**src/rtl/handshaking_xbar_pkg.sv**
```systemverilog
// ============================================================================
// Package  : handshaking_xbar_pkg
// Purpose  : Routing constants and default width shared by the 2x2 crossbars.
// Revision : 1.0
// ============================================================================
`default_nettype none

package handshaking_xbar_pkg;

  localparam logic ID_M1  = 1'b0;
  localparam logic ID_M2  = 1'b1;
  localparam logic SRC_S1 = 1'b0;
  localparam logic SRC_S2 = 1'b1;

  localparam int DEFAULT_DATA_W = 8;

endpackage

`default_nettype wire

```
**src/rtl/resp_arb_slot.sv**
```systemverilog
// ============================================================================
// Module   : resp_arb_slot
// Purpose  : One master's response slot: request decode, round-robin pick, output register.
// Revision : 1.0
// ============================================================================
`default_nettype none

module resp_arb_slot
  import handshaking_xbar_pkg::*;
#(
  parameter int   DATA_W    = DEFAULT_DATA_W,
  parameter logic MASTER_ID = ID_M1
) (
  input  logic              clk,
  input  logic              rst,
  input  logic [DATA_W-1:0] data_s1_i,
  input  logic              id_s1_i,
  input  logic              valid_s1_i,
  input  logic [DATA_W-1:0] data_s2_i,
  input  logic              id_s2_i,
  input  logic              valid_s2_i,
  output logic              gnt_s1_o,
  output logic              gnt_s2_o,
  output logic [DATA_W-1:0] data_o,
  output logic              src_o,
  output logic              valid_o,
  input  logic              ready_i
);

  logic [DATA_W-1:0] data_q, data_d;
  logic              src_q, src_d;
  logic              valid_q, valid_d;
  logic              ptr_q, ptr_d;
  logic              req_s1, req_s2, can_accept;

  always_comb begin
    req_s1     = valid_s1_i && (id_s1_i == MASTER_ID);
    req_s2     = valid_s2_i && (id_s2_i == MASTER_ID);
    // Full register may still accept when the master drains it this cycle.
    can_accept = !rst && (!valid_q || ready_i);
    gnt_s1_o   = req_s1 && (!req_s2 || (ptr_q == SRC_S1)) && can_accept;
    gnt_s2_o   = req_s2 && (!req_s1 || (ptr_q == SRC_S2)) && can_accept;

    data_d  = data_q;
    src_d   = src_q;
    ptr_d   = ptr_q;
    valid_d = valid_q && !ready_i;
    if (gnt_s1_o) begin
      data_d  = data_s1_i;
      src_d   = SRC_S1;
      valid_d = 1'b1;
      ptr_d   = SRC_S2;
    end else if (gnt_s2_o) begin
      data_d  = data_s2_i;
      src_d   = SRC_S2;
      valid_d = 1'b1;
      ptr_d   = SRC_S1;
    end
  end

  always_ff @(posedge clk) begin
    if (rst) begin
      data_q  <= '0;
      src_q   <= SRC_S1;
      valid_q <= 1'b0;
      ptr_q   <= SRC_S1;
    end else begin
      data_q  <= data_d;
      src_q   <= src_d;
      valid_q <= valid_d;
      ptr_q   <= ptr_d;
    end
  end

  assign data_o  = data_q;
  assign src_o   = src_q;
  assign valid_o = valid_q;

endmodule

`default_nettype wire

```
**src/rtl/handshaking_resp_xbar_2x2.sv**
```systemverilog
// ============================================================================
// Module   : handshaking_resp_xbar_2x2
// Purpose  : Registered 2x2 response crossbar routing slave responses to masters by ID.
//            HANDSHAKING_RESP_XBAR_CNT_EN adds per-master 16-bit handshake counters.
// Revision : 1.0
// ============================================================================
`default_nettype none

module handshaking_resp_xbar_2x2
  import handshaking_xbar_pkg::*;
#(
  parameter int DATA_W = DEFAULT_DATA_W
) (
  input  logic              clk,
  input  logic              rst,
  input  logic [DATA_W-1:0] data_out_s1,
  input  logic              id_out_s1,
  input  logic              valid_out_s1,
  output logic              ready_in_s1,
  input  logic [DATA_W-1:0] data_out_s2,
  input  logic              id_out_s2,
  input  logic              valid_out_s2,
  output logic              ready_in_s2,
  output logic [DATA_W-1:0] data_in_m1,
  output logic              src_in_m1,
  output logic              valid_in_m1,
  input  logic              ready_out_m1,
  output logic [DATA_W-1:0] data_in_m2,
  output logic              src_in_m2,
  output logic              valid_in_m2,
  input  logic              ready_out_m2
`ifdef HANDSHAKING_RESP_XBAR_CNT_EN
  ,
  output logic [15:0]       cnt_m1,
  output logic [15:0]       cnt_m2
`endif
);

  logic gnt_s1_m1, gnt_s2_m1, gnt_s1_m2, gnt_s2_m2;

  resp_arb_slot #(.DATA_W(DATA_W), .MASTER_ID(ID_M1)) u_slot_m1 (
    .clk       (clk),
    .rst       (rst),
    .data_s1_i (data_out_s1),
    .id_s1_i   (id_out_s1),
    .valid_s1_i(valid_out_s1),
    .data_s2_i (data_out_s2),
    .id_s2_i   (id_out_s2),
    .valid_s2_i(valid_out_s2),
    .gnt_s1_o  (gnt_s1_m1),
    .gnt_s2_o  (gnt_s2_m1),
    .data_o    (data_in_m1),
    .src_o     (src_in_m1),
    .valid_o   (valid_in_m1),
    .ready_i   (ready_out_m1)
  );

  resp_arb_slot #(.DATA_W(DATA_W), .MASTER_ID(ID_M2)) u_slot_m2 (
    .clk       (clk),
    .rst       (rst),
    .data_s1_i (data_out_s1),
    .id_s1_i   (id_out_s1),
    .valid_s1_i(valid_out_s1),
    .data_s2_i (data_out_s2),
    .id_s2_i   (id_out_s2),
    .valid_s2_i(valid_out_s2),
    .gnt_s1_o  (gnt_s1_m2),
    .gnt_s2_o  (gnt_s2_m2),
    .data_o    (data_in_m2),
    .src_o     (src_in_m2),
    .valid_o   (valid_in_m2),
    .ready_i   (ready_out_m2)
  );

  // A slot only grants a slave whose ID targets it, so at most one term is set.
  assign ready_in_s1 = gnt_s1_m1 | gnt_s1_m2;
  assign ready_in_s2 = gnt_s2_m1 | gnt_s2_m2;

`ifdef HANDSHAKING_RESP_XBAR_CNT_EN
  logic [15:0] cnt_m1_q, cnt_m2_q;

  always_ff @(posedge clk) begin
    if (rst) begin
      cnt_m1_q <= '0;
      cnt_m2_q <= '0;
    end else begin
      if (valid_in_m1 && ready_out_m1) cnt_m1_q <= cnt_m1_q + 16'd1;
      if (valid_in_m2 && ready_out_m2) cnt_m2_q <= cnt_m2_q + 16'd1;
    end
  end

  assign cnt_m1 = cnt_m1_q;
  assign cnt_m2 = cnt_m2_q;
`endif

endmodule

`default_nettype wire

```
**config.mk**
```make
export PLATFORM = sky130hd
export DESIGN_NAME = handshaking_resp_xbar_2x2
export DESIGN_NICKNAME = d
export VERILOG_FILES = /design/src/rtl/handshaking_xbar_pkg.sv /design/src/rtl/resp_arb_slot.sv /design/src/rtl/handshaking_resp_xbar_2x2.sv
export SDC_FILE = /design/constraint.sdc
export NUM_CORES = 1
export LEC_CHECK = 0
export BUFFER_PORTS_ARGS = -buffer_cell sky130_fd_sc_hd__buf_2
export CORE_ASPECT_RATIO = 1.1
export CORE_MARGIN = 3
export CORE_UTILIZATION = 30
export DETAILED_ROUTE_END_ITERATION = 12
export SLEW_MARGIN = 20
export SYNTH_ARGS = -nofsm -noshare
export SYNTH_HDL_FRONTEND = slang
export SYNTH_SLANG_ARGS = --single-unit
```
**constraint.sdc**
```tcl
create_clock -name clk -period 2 [get_ports clk]
set_input_delay 0.3 -clock clk [delete_from_list [all_inputs] [get_ports clk]]
set_output_delay 0.3 -clock clk [all_outputs]
set_load 0.01 [all_outputs]
```
==> impl_metrics.env, run 1 <==
export IMPL_worst_pin_slew_ns=0.393
export IMPL_hold_class="in -> reg"
export IMPL_final_common_cell="buf_2"
export IMPL_crit_path_start="u_slot_m1.ptr_q$_SDFFE_PP0P_"
export IMPL_ys_warn_count=0
export IMPL_die_w_um=61.2
export IMPL_vdd_ir_drop_max_mv=0.491
export IMPL_placementRows=21
export IMPL_synthToLayoutAreaGrowth_pct=35.4
export IMPL_grt_max_degree=18
export IMPL_diodes=0
export IMPL_design_area_um2=1360
export IMPL_clock_latency_ns=0.31
export IMPL_dp_cells=184
export IMPL_hold_ws_ns=0.301
export IMPL_end_kind="output pin"
export IMPL_final_cell_mix="buf_2, dfxtp_1, nor2_1, mux2i_1, buf_4"
export IMPL_placed_area_um2=1260
export IMPL_synth_area_um2=1010
export IMPL_yosys_area_share_simple=0.159
export IMPL_p_leak_nw=0.733
export IMPL_crit_required_ns=1.70
export IMPL_worstPathMaxFanout=8
export IMPL_min_period_ns=1.92
export IMPL_status="finished, final reports clean"
export IMPL_drc=0
export IMPL_multi_input_area_um2=532
export IMPL_path_class="reg -> out"
export IMPL_wl_mm=2.65
export IMPL_numClockSinks=22
export IMPL_synth_xor_area_frac=0
export IMPL_vias_per_cell=5.07
export IMPL_setup_viol=0
export IMPL_cts_buffer_depth=2
export IMPL_yosysSeqAreaShare=0.438
export IMPL_seq_area_um2=440
export IMPL_fin_crit_sh=0.959
export IMPL_ys_types=22
export IMPL_slew_limit_headroom=0.738
export IMPL_drt_iter0_drc=72
export IMPL_pre_cts_slack_ns=0.237
export IMPL_vias=994
export IMPL_p_comb_frac=0.210
export IMPL_core_area_um2=3130
export IMPL_layout_drive_gt1_share=0.414
export IMPL_clock_skew_ns=0.00801
export IMPL_dp_hpwl_mm=1.97
export IMPL_cap_violations=0
export IMPL_wl_per_cell_um=13.5
export IMPL_grt_ovfl_total=0
export IMPL_stdcell_count=196
export IMPL_cts_clk_slew_worst_paths_ns=0.13
export IMPL_final_nets=187
export IMPL_r2r_setup_slack_ns=0.35
export IMPL_switchingPower_mw=0.261
export IMPL_seqPwrFrac=0.520
export IMPL_p_int_mw=0.673
export IMPL_cts_buffers=3
export IMPL_setup_tns_ns=0
export IMPL_syn_area_per_cell_um2=9.31
export IMPL_cts_tree="yes"
export IMPL_grt_usage=0.135
export IMPL_synthCells=108
export IMPL_timing_critical_path_to="ready_in_s1"
export IMPL_place_congestion=0.781
export IMPL_p_total_mw=0.934
export IMPL_rsz0062_at_grt="no"
export IMPL_syn_nets=132
export IMPL_cts_root_buf="clkbuf_4"
export IMPL_grt_antenna_before_repair=0
export IMPL_finalMaxSlewViolations=0
export IMPL_synthMuxAreaShare=0.159
export IMPL_final_core_util=0.436
export IMPL_die_y_um=66.7
export IMPL_cp_start_kind="flop"
export IMPL_antenna_left=0
export IMPL_dr_pass1_iters=4
export IMPL_htreeDepth=1
export IMPL_arrival_ns=1.62
export IMPL_fmax_mhz=521
export IMPL_synth_top_family_by_area="compound AO/OA/AOI/OAI gates"
export IMPL_switching_share=0.279
export IMPL_hold_viol_final=0
export IMPL_synth_seq_cells=22
export IMPL_ios=46
export IMPL_synthAdderAreaFrac=0
export IMPL_initial_core_util=0.322
export IMPL_power_density_nw_per_um2=685
export IMPL_die_area_um2=4080
export IMPL_clkPwrFrac=0.270
export IMPL_finalWorstSetupSlack_ns=0.0812
export IMPL_grt_pass1_vias=919
export IMPL_portBuffers=45
export IMPL_reg2regPathDepth=5
export IMPL_grt_pass1_wl_mm=4.16
export IMPL_r2r_start="u_slot_m1.ptr_q$_SDFFE_PP0P_"
export IMPL_synth_compound_area_share=0.200
export IMPL_r2r_end="u_slot_m1.data_o[7]$_SDFFE_PP0P_"
export IMPL_fillCellCount=320
## cell usage after synthesis
| cell type | n | share of area |
|---|---|---|
| a211oi_1 | 9 | 0.067 |
| dfxtp_1 | 22 | 0.44 |
| inv_1 | 1 | 0.0037 |
| o21ai_0 | 9 | 0.045 |
| or4_4 | 2 | 0.022 |
| o211ai_1 | 2 | 0.015 |
| and3b_1 | 1 | 0.0087 |
| nor3_1 | 2 | 0.010 |
| a211oi_2 | 2 | 0.025 |
| buf_6 | 1 | 0.011 |
| a21oi_1 | 8 | 0.040 |
| and3_1 | 1 | 0.0062 |
| clkbuf_1 | 1 | 0.0037 |
| buf_4 | 2 | 0.015 |
| nand2b_1 | 3 | 0.019 |
| nor2b_1 | 1 | 0.0062 |
| nor2b_2 | 1 | 0.0087 |
| nor2_1 | 16 | 0.060 |
| buf_2 | 2 | 0.010 |
| o32ai_1 | 1 | 0.0087 |
| nand2_1 | 5 | 0.019 |
| mux2i_1 | 16 | 0.16 |
## area by class of cell
cell class	count	share of cell area
Clock buffer	4	0.0266
Inverter	1	0.00275
Multi-Input combinational cell	79	0.390
Sequential cell	22	0.323
Tap cell	34	0.0312
Timing Repair Buffer	56	0.226
## worst max-delay path, stage by stage, from the launching register on
cell and delay, ns:
dfxtp_1 0.35, and3b_1 0.18, or4_4 0.55, nand2_1 0.10, buf_2 0.13
## state kept, by name (all words and copies together) (netlist names)
register and cells:
u_slot_m1.src_o 1, u_slot_m1.data_o 8, u_slot_m2.valid_o 1, u_slot_m1.valid_o 1, u_slot_m1.ptr_q 1, u_slot_m2.src_o 1, u_slot_m2.data_o 8, u_slot_m2.ptr_q 1
## metal layers
metal,vias to the layer above,track usage,routed length (um)
met4,0,0.0325,15
li1,503,-,-
met1,454,0.162,1080
met5,-,0,0
met2,35,0.229,1350
met3,2,0.0446,207
## cells by family (layout without fill, tap and decap cells)
logic type             after synthesis  after routing
AOI/OAI and AO/OA                   31             31
buffers and inverters                7             61
DFF                                 22             22
muxes                               16             16
and+or+nand+nor                     32             32
## repair_timing
action,in CTS,in global routing
hold buffers,0,0
endpoints found under the setup margin,0,2
setup buffers,0,8
gates resized for setup,0,2
## how the worst min path moves through the flow
stage	startpoint	endpoint	slack [ns]	cells after the start
2_1_floorplan	u_slot_m2.ptr_q$_SDFFE_PP0P_	u_slot_m2.ptr_q$_SDFFE_PP0P_	0.47	2
3_5_place_dp	u_slot_m2.data_o[4]$_SDFFE_PP0P_	u_slot_m2.data_o[4]$_SDFFE_PP0P_	0.49	2
3_3_place_gp	u_slot_m2.data_o[3]$_SDFFE_PP0P_	u_slot_m2.data_o[3]$_SDFFE_PP0P_	0.49	2
4_1_cts	ready_out_m2	u_slot_m2.valid_o$_SDFF_PP0_	0.29	4
5_1_grt	ready_out_m2	u_slot_m2.valid_o$_SDFF_PP0_	0.29	4
6_report	ready_out_m2	u_slot_m2.valid_o$_SDFF_PP0_	0.30	4
## power groups by stage
stage / clock network (mW) / logic (mW) / registers [mW]
after floorplan: 0 / 0.0944 / 0.508
after global placement: 0 / 0.183 / 0.494
after detailed placement: 0 / 0.185 / 0.496
after CTS: 0.259 / 0.186 / 0.486
after global routing: 0.283 / 0.219 / 0.490
final: 0.252 / 0.196 / 0.486
No activity file was read; power rests on OpenSTA's default activity.
==> run 2, diff against run 1 <==
CORE_MARGIN = not set   (was 3)
SYNTH_HIERARCHICAL = 1   (was not set)
==> impl_metrics.env, run 2 <==
export IMPL_status="finished, final reports clean"
export IMPL_fmax_mhz=527
export IMPL_synth_area_um2=1200
export IMPL_die_y_um=68.4
export IMPL_antenna_left=0
export IMPL_grt_antenna_before_repair=0
export IMPL_vdd_ir_drop_max_mv=0.202
export IMPL_crit_slowest_cell="or4_4"
export IMPL_arrival_ns=1.60
export IMPL_wl_per_cell_um=14.2
export IMPL_synth_seq_cells=22
export IMPL_async_reset_ff_frac=0
export IMPL_grt_usage=0.160
export IMPL_end_kind="output pin"
export IMPL_die_area_um2=4260
export IMPL_p_leak_nw=0.659
export IMPL_initial_core_util=0.321
export IMPL_die_w_um=62.3
export IMPL_synth_area_leaders="dfxtp_1, a311oi_1, o41ai_1"
export IMPL_placementRows=23
export IMPL_synth_top_area_frac=0.367
export IMPL_grt_max_degree=28
export IMPL_setup_tns_ns=0
export IMPL_slew_limit_headroom=0.767
export IMPL_diodes=0
export IMPL_power_density_nw_per_um2=643
export IMPL_portBuffers=45
export IMPL_hold_class="in -> reg"
export IMPL_ys_types=34
export IMPL_dp_cells=230
export IMPL_switching_share=0.281
export IMPL_cts_clk_slew_worst_paths_ns=0.07
export IMPL_ys_warn_count=6
export IMPL_switchingPower_mw=0.276
export IMPL_final_nets=209
export IMPL_slowest_delay_ns=0.50
export IMPL_numClockSinks=22
export IMPL_synthToLayoutAreaGrowth_pct=26.9
export IMPL_crit_required_ns=1.70
export IMPL_wl_mm=3.31
export IMPL_yosysTopAreaCell="dfxtp_1"
export IMPL_synthTopCellsByCount="dfxtp_1, nand2_1, a311oi_1"
export IMPL_cap_violations=0
export IMPL_clkPwrFrac=0.267
export IMPL_setup_viol=0
export IMPL_min_period_ns=1.90
export IMPL_clock_skew_ns=0.000998
export IMPL_htreeDepth=1
export IMPL_synth_edf_count=0
export IMPL_p_comb_frac=0.238
export IMPL_synthCells=141
export IMPL_clock_latency_ns=0.25
export IMPL_seqPwrFrac=0.495
export IMPL_cts_buffers=3
export IMPL_grt_ovfl_total=0
export IMPL_path_class="reg -> out"
export IMPL_final_core_util=0.407
export IMPL_fin_crit_sh=0.949
export IMPL_synthFlopType="dfxtp_1"
export IMPL_crit_chain="and3b_1 -> or4_4 -> clkinv_4 -> or2_1 -> buf_2"
export IMPL_ios=46
export IMPL_final_common_cell="buf_2"
export IMPL_core_area_um2=3740
export IMPL_worstPathMaxFanout=9
export IMPL_stdcell_count=233
export IMPL_worst_pin_slew_ns=0.347
export IMPL_layout_drive_gt1_share=0.355
export IMPL_yosysSeqAreaShare=0.367
export IMPL_cts_buffer_depth=2
export IMPL_dr_pass1_iters=4
export IMPL_cts_root_buf="clkbuf_8"
export IMPL_syn_area_per_cell_um2=8.52
export IMPL_cts_tree="yes"
export IMPL_grt_pass1_wl_mm=5.40
export IMPL_drt_iter0_drc=46
export IMPL_vias=1267
export IMPL_place_congestion=0.761
export IMPL_finalMaxSlewViolations=0
export IMPL_drc=0
export IMPL_hold_viol_final=0
export IMPL_p_int_mw=0.705
export IMPL_vias_per_cell=5.44
export IMPL_rsz0062_at_grt="no"
export IMPL_syn_nets=165
export IMPL_cp_start_kind="flop"
export IMPL_dp_hpwl_mm=2.61
export IMPL_final_cell_mix="buf_2, dfxtp_1, nand2_1, a311oi_1, nor2_1"
export IMPL_synth_most_common_cell="dfxtp_1"
export IMPL_grt_pass1_vias=1188
run 2: final cells by class:
type | instances | area, um2
Sequential cell | 22 | 440
Clock buffer | 3 | 41.3
Tap cell | 50 | 62.6
Timing Repair Buffer | 53 | 285
Inverter | 3 | 16.3
Fill cell | 405 | 2220
Multi-Input combinational cell | 102 | 678
run 2: worst max-delay path: cells and delay by family (launching register included):
family	cells	cell delay (ns)
AND/OR/NAND/NOR	3	0.79
flip-flops	1	0.33
buffers and inverters	2	0.22
run 2: per-stage QoR:
step	instance area [um2]	total power, mW	hold slack, ns	setup WS [ns]
3_5_place_dp	1480	0.728	0.493	0.148
4_1_cts	1520	0.995	0.313	0.0237
2_1_floorplan	1200	0.634	0.459	0.344
5_1_grt	1520	1.05	0.324	0.0499
6_report	1520	0.981	0.321	0.102
3_3_place_gp	1480	0.722	0.481	0.247
run 2: what timing repair did:
item,in CTS,in global routing
gates resized for setup,0,2
setup buffers,0,0
hold buffers,0,0
endpoints found under the setup margin,0,1
run 2: path summary, 6_finish.rpt:
path | startpoint | end | cells past startpoint | slack (ns)
max | u_slot_m1/ptr_q$_SDFFE_PP0P_ | ready_in_s1 | 5 | 0.10
min | data_out_s2[2] | u_slot_m1/data_o[2]$_SDFFE_PP0P_ | 3 | 0.32
max reg2reg | u_slot_m1/ptr_q$_SDFFE_PP0P_ | u_slot_m1/data_o[7]$_SDFFE_PP0P_ | 5 | 0.47
min reg2reg | u_slot_m1/data_o[0]$_SDFFE_PP0P_ | u_slot_m1/data_o[0]$_SDFFE_PP0P_ | 2 | 0.50
run 2: logic make-up after synthesis:
kind of cell,after synthesis,share of synthesized area
simple gates,63,0.281
buf+inv,17,0.0750
flops,22,0.367
compound gates,39,0.277
run 2: per-layer routing:
layer	global-route usage	wire (um)	vias to the layer above	share of wire
li1	-	-	634	-
met1	0.199	1520	588	0.46
met2	0.280	1570	43	0.47
met3	0.0333	206	2	0.062
met4	0.0494	12	0	0.0036
met5	0	0	-	0
run 2: power groups by stage:
stage / Sequential (mW) / Clock, mW / Combinational, mW
after floorplan: 0.509 / 0 / 0.125
after global placement: 0.495 / 0 / 0.227
after detailed placement: 0.496 / 0 / 0.231
after CTS: 0.486 / 0.277 / 0.232
after global routing: 0.491 / 0.302 / 0.256
final: 0.486 / 0.261 / 0.233
==> run 3, diff against run 2 <==
CORE_UTILIZATION = 48   (was 30)
PLACE_DENSITY = 0.79   (was not set)
SETUP_SLACK_MARGIN = 0.15   (was not set)
SLEW_MARGIN = not set   (was 20)
==> impl_metrics.env, run 3 (synthesis gave the netlist of run 2 again) <==
export IMPL_setup_tns_ns=0
export IMPL_rsz0062_at_grt="yes"
export IMPL_cts_buffer_depth=2
export IMPL_p_total_mw=1.07
export IMPL_r2r_end="u_slot_m1/data_o[5]$_SDFFE_PP0P_"
export IMPL_p_leak_nw=0.679
export IMPL_hold_class="in -> reg"
export IMPL_initial_core_util=0.523
export IMPL_fin_crit_sh=0.950
export IMPL_final_cell_mix="buf_2, dfxtp_1, nand2_1, a311oi_1, nor2_1"
export IMPL_htreeDepth=1
export IMPL_layout_drive_gt1_share=0.382
export IMPL_grt_antenna_before_repair=0
export IMPL_final_nets=211
export IMPL_antenna_left=0
export IMPL_die_y_um=54.5
export IMPL_clock_latency_ns=0.31
export IMPL_final_core_util=0.669
export IMPL_portBuffers=45
export IMPL_vias=1294
export IMPL_crit_slowest_cell="or4_4"
export IMPL_clock_skew_ns=0.00142
export IMPL_crit_required_ns=1.70
export IMPL_cap_violations=0
export IMPL_grt_usage=0.245
export IMPL_min_from="data_out_s2[2]"
export IMPL_cp_start_kind="flop"
export IMPL_end_kind="output pin"
export IMPL_dp_hpwl_mm=2.26
export IMPL_drt_iter0_drc=33
export IMPL_crit_chain="and3b_1 -> or4_4 -> clkinv_4 -> or2_1 -> buf_2"
export IMPL_finalMaxSlewViolations=0
export IMPL_cts_tree="yes"
export IMPL_fmax_mhz=526
export IMPL_dr_pass1_iters=5
export IMPL_grt_pass1_wl_mm=4.92
export IMPL_core_area_um2=2300
export IMPL_reg2regPathDepth=6
export IMPL_numClockSinks=22
export IMPL_path_class="reg -> out"
export IMPL_placementRows=18
export IMPL_r2r_start="u_slot_m1/ptr_q$_SDFFE_PP0P_"
export IMPL_slowest_delay_ns=0.50
export IMPL_vdd_ir_drop_max_mv=0.438
export IMPL_hold_ws_ns=0.249
export IMPL_place_congestion=0.865
export IMPL_synthToLayoutAreaGrowth_pct=28.0
export IMPL_wl_mm=3.18
export IMPL_design_area_um2=1540
export IMPL_diodes=0
export IMPL_grt_pass1_vias=1111
export IMPL_cts_hold_buffers=0
export IMPL_worst_hold_path_endpoint="u_slot_m1/data_o[2]$_SDFFE_PP0P_"
export IMPL_vias_per_cell=5.99
export IMPL_drc=0
export IMPL_cpLargestDelayFamily="simple AND/OR/NAND/NOR gates"
export IMPL_whs_path_depth=3
export IMPL_worstPathMaxFanout=2
export IMPL_grt_max_degree=30
export IMPL_cts_buffers=3
export IMPL_ios=46
export IMPL_setup_viol=0
export IMPL_worst_pin_slew_ns=0.412
export IMPL_r2r_setup_slack_ns=0.32
export IMPL_grt_ovfl_total=0
export IMPL_fillCellCount=206
export IMPL_placed_area_um2=1440
export IMPL_wl_per_cell_um=14.7
export IMPL_cp_num_buf_inv=2
export IMPL_cts_clk_slew_worst_paths_ns=0.13
export IMPL_die_area_um2=2710
export IMPL_final_common_cell="buf_2"
export IMPL_slew_limit_headroom=0.722
export IMPL_arrival_ns=1.60
export IMPL_power_density_nw_per_um2=696
export IMPL_path_depth=5
export IMPL_min_period_ns=1.90
export IMPL_die_w_um=49.7
export IMPL_status="finished, final reports clean"
export IMPL_hold_viol_final=0
export IMPL_cts_root_buf="clkbuf_4"
[run 3: worst max path at each step]
stage                        to  slack (ns)                          from
finish              ready_in_s1        0.10  u_slot_m1/ptr_q$_SDFFE_PP0P_
CTS                 ready_in_s1        0.11  u_slot_m1/ptr_q$_SDFFE_PP0P_
global placement    ready_in_s1        0.23                     id_out_s1
global route        ready_in_s1        0.05  u_slot_m1/ptr_q$_SDFFE_PP0P_
detailed placement  ready_in_s1        0.21                     id_out_s1
floorplan           ready_in_s1        0.34  u_slot_m2/valid_o$_SDFF_PP0_
[run 3: per-layer routing]
metal | track usage | vias up | share of wire
met2 | 0.435 | 56 | 0.51
met3 | 0.0333 | 6 | 0.055
met5 | 0 | - | 0
li1 | - | 643 | -
met1 | 0.296 | 589 | 0.43
met4 | 0.119 | 0 | 0.014
[run 3: report_power, final]
| group | leakage, nW | internal [mW] | switching (mW) |
|---|---|---|---|
| Combinational | 0.469 | 0.104 | 0.133 |
| Clock | 0.0279 | 0.203 | 0.143 |
| Sequential | 0.181 | 0.471 | 0.0157 |
[run 3: worst register-to-register path: cells and delay by family, from the launching register on]
family	cells	cell delay [ns]
buffers and inverters	2	0.20
flip-flops	1	0.34
AND/OR/NAND/NOR	3	0.75
AO/OA/AOI/OAI	1	0.29
[run 3: layout make-up]
cell class,count,area (um2),area share
sequential,22,442,0.287
timing repair buffer,55,304,0.198
multi-input combinational,102,686,0.446
inverter,3,16.3,0.0106
clock inverter,1,30.0,0.0195
tap,30,37.5,0.0244
clock buffer,3,22.5,0.0146
[run 3: timing repair]
action                                  4_1_cts  5_1_grt
setup buffers                                 2        1
pin swaps                                     0        0
endpoints found under the setup margin        2        2
endpoints found under the hold margin         0        0
gates resized for setup                       4        2
gates cloned                                  0        0
[run 3: per-stage QoR]
stage	setup WS, ns	std cells
2_1_floorplan	0.344	141
3_3_place_gp	0.228	209
3_5_place_dp	0.211	209
4_1_cts	0.106	215
5_1_grt	0.0493	216
6_report	0.100	216
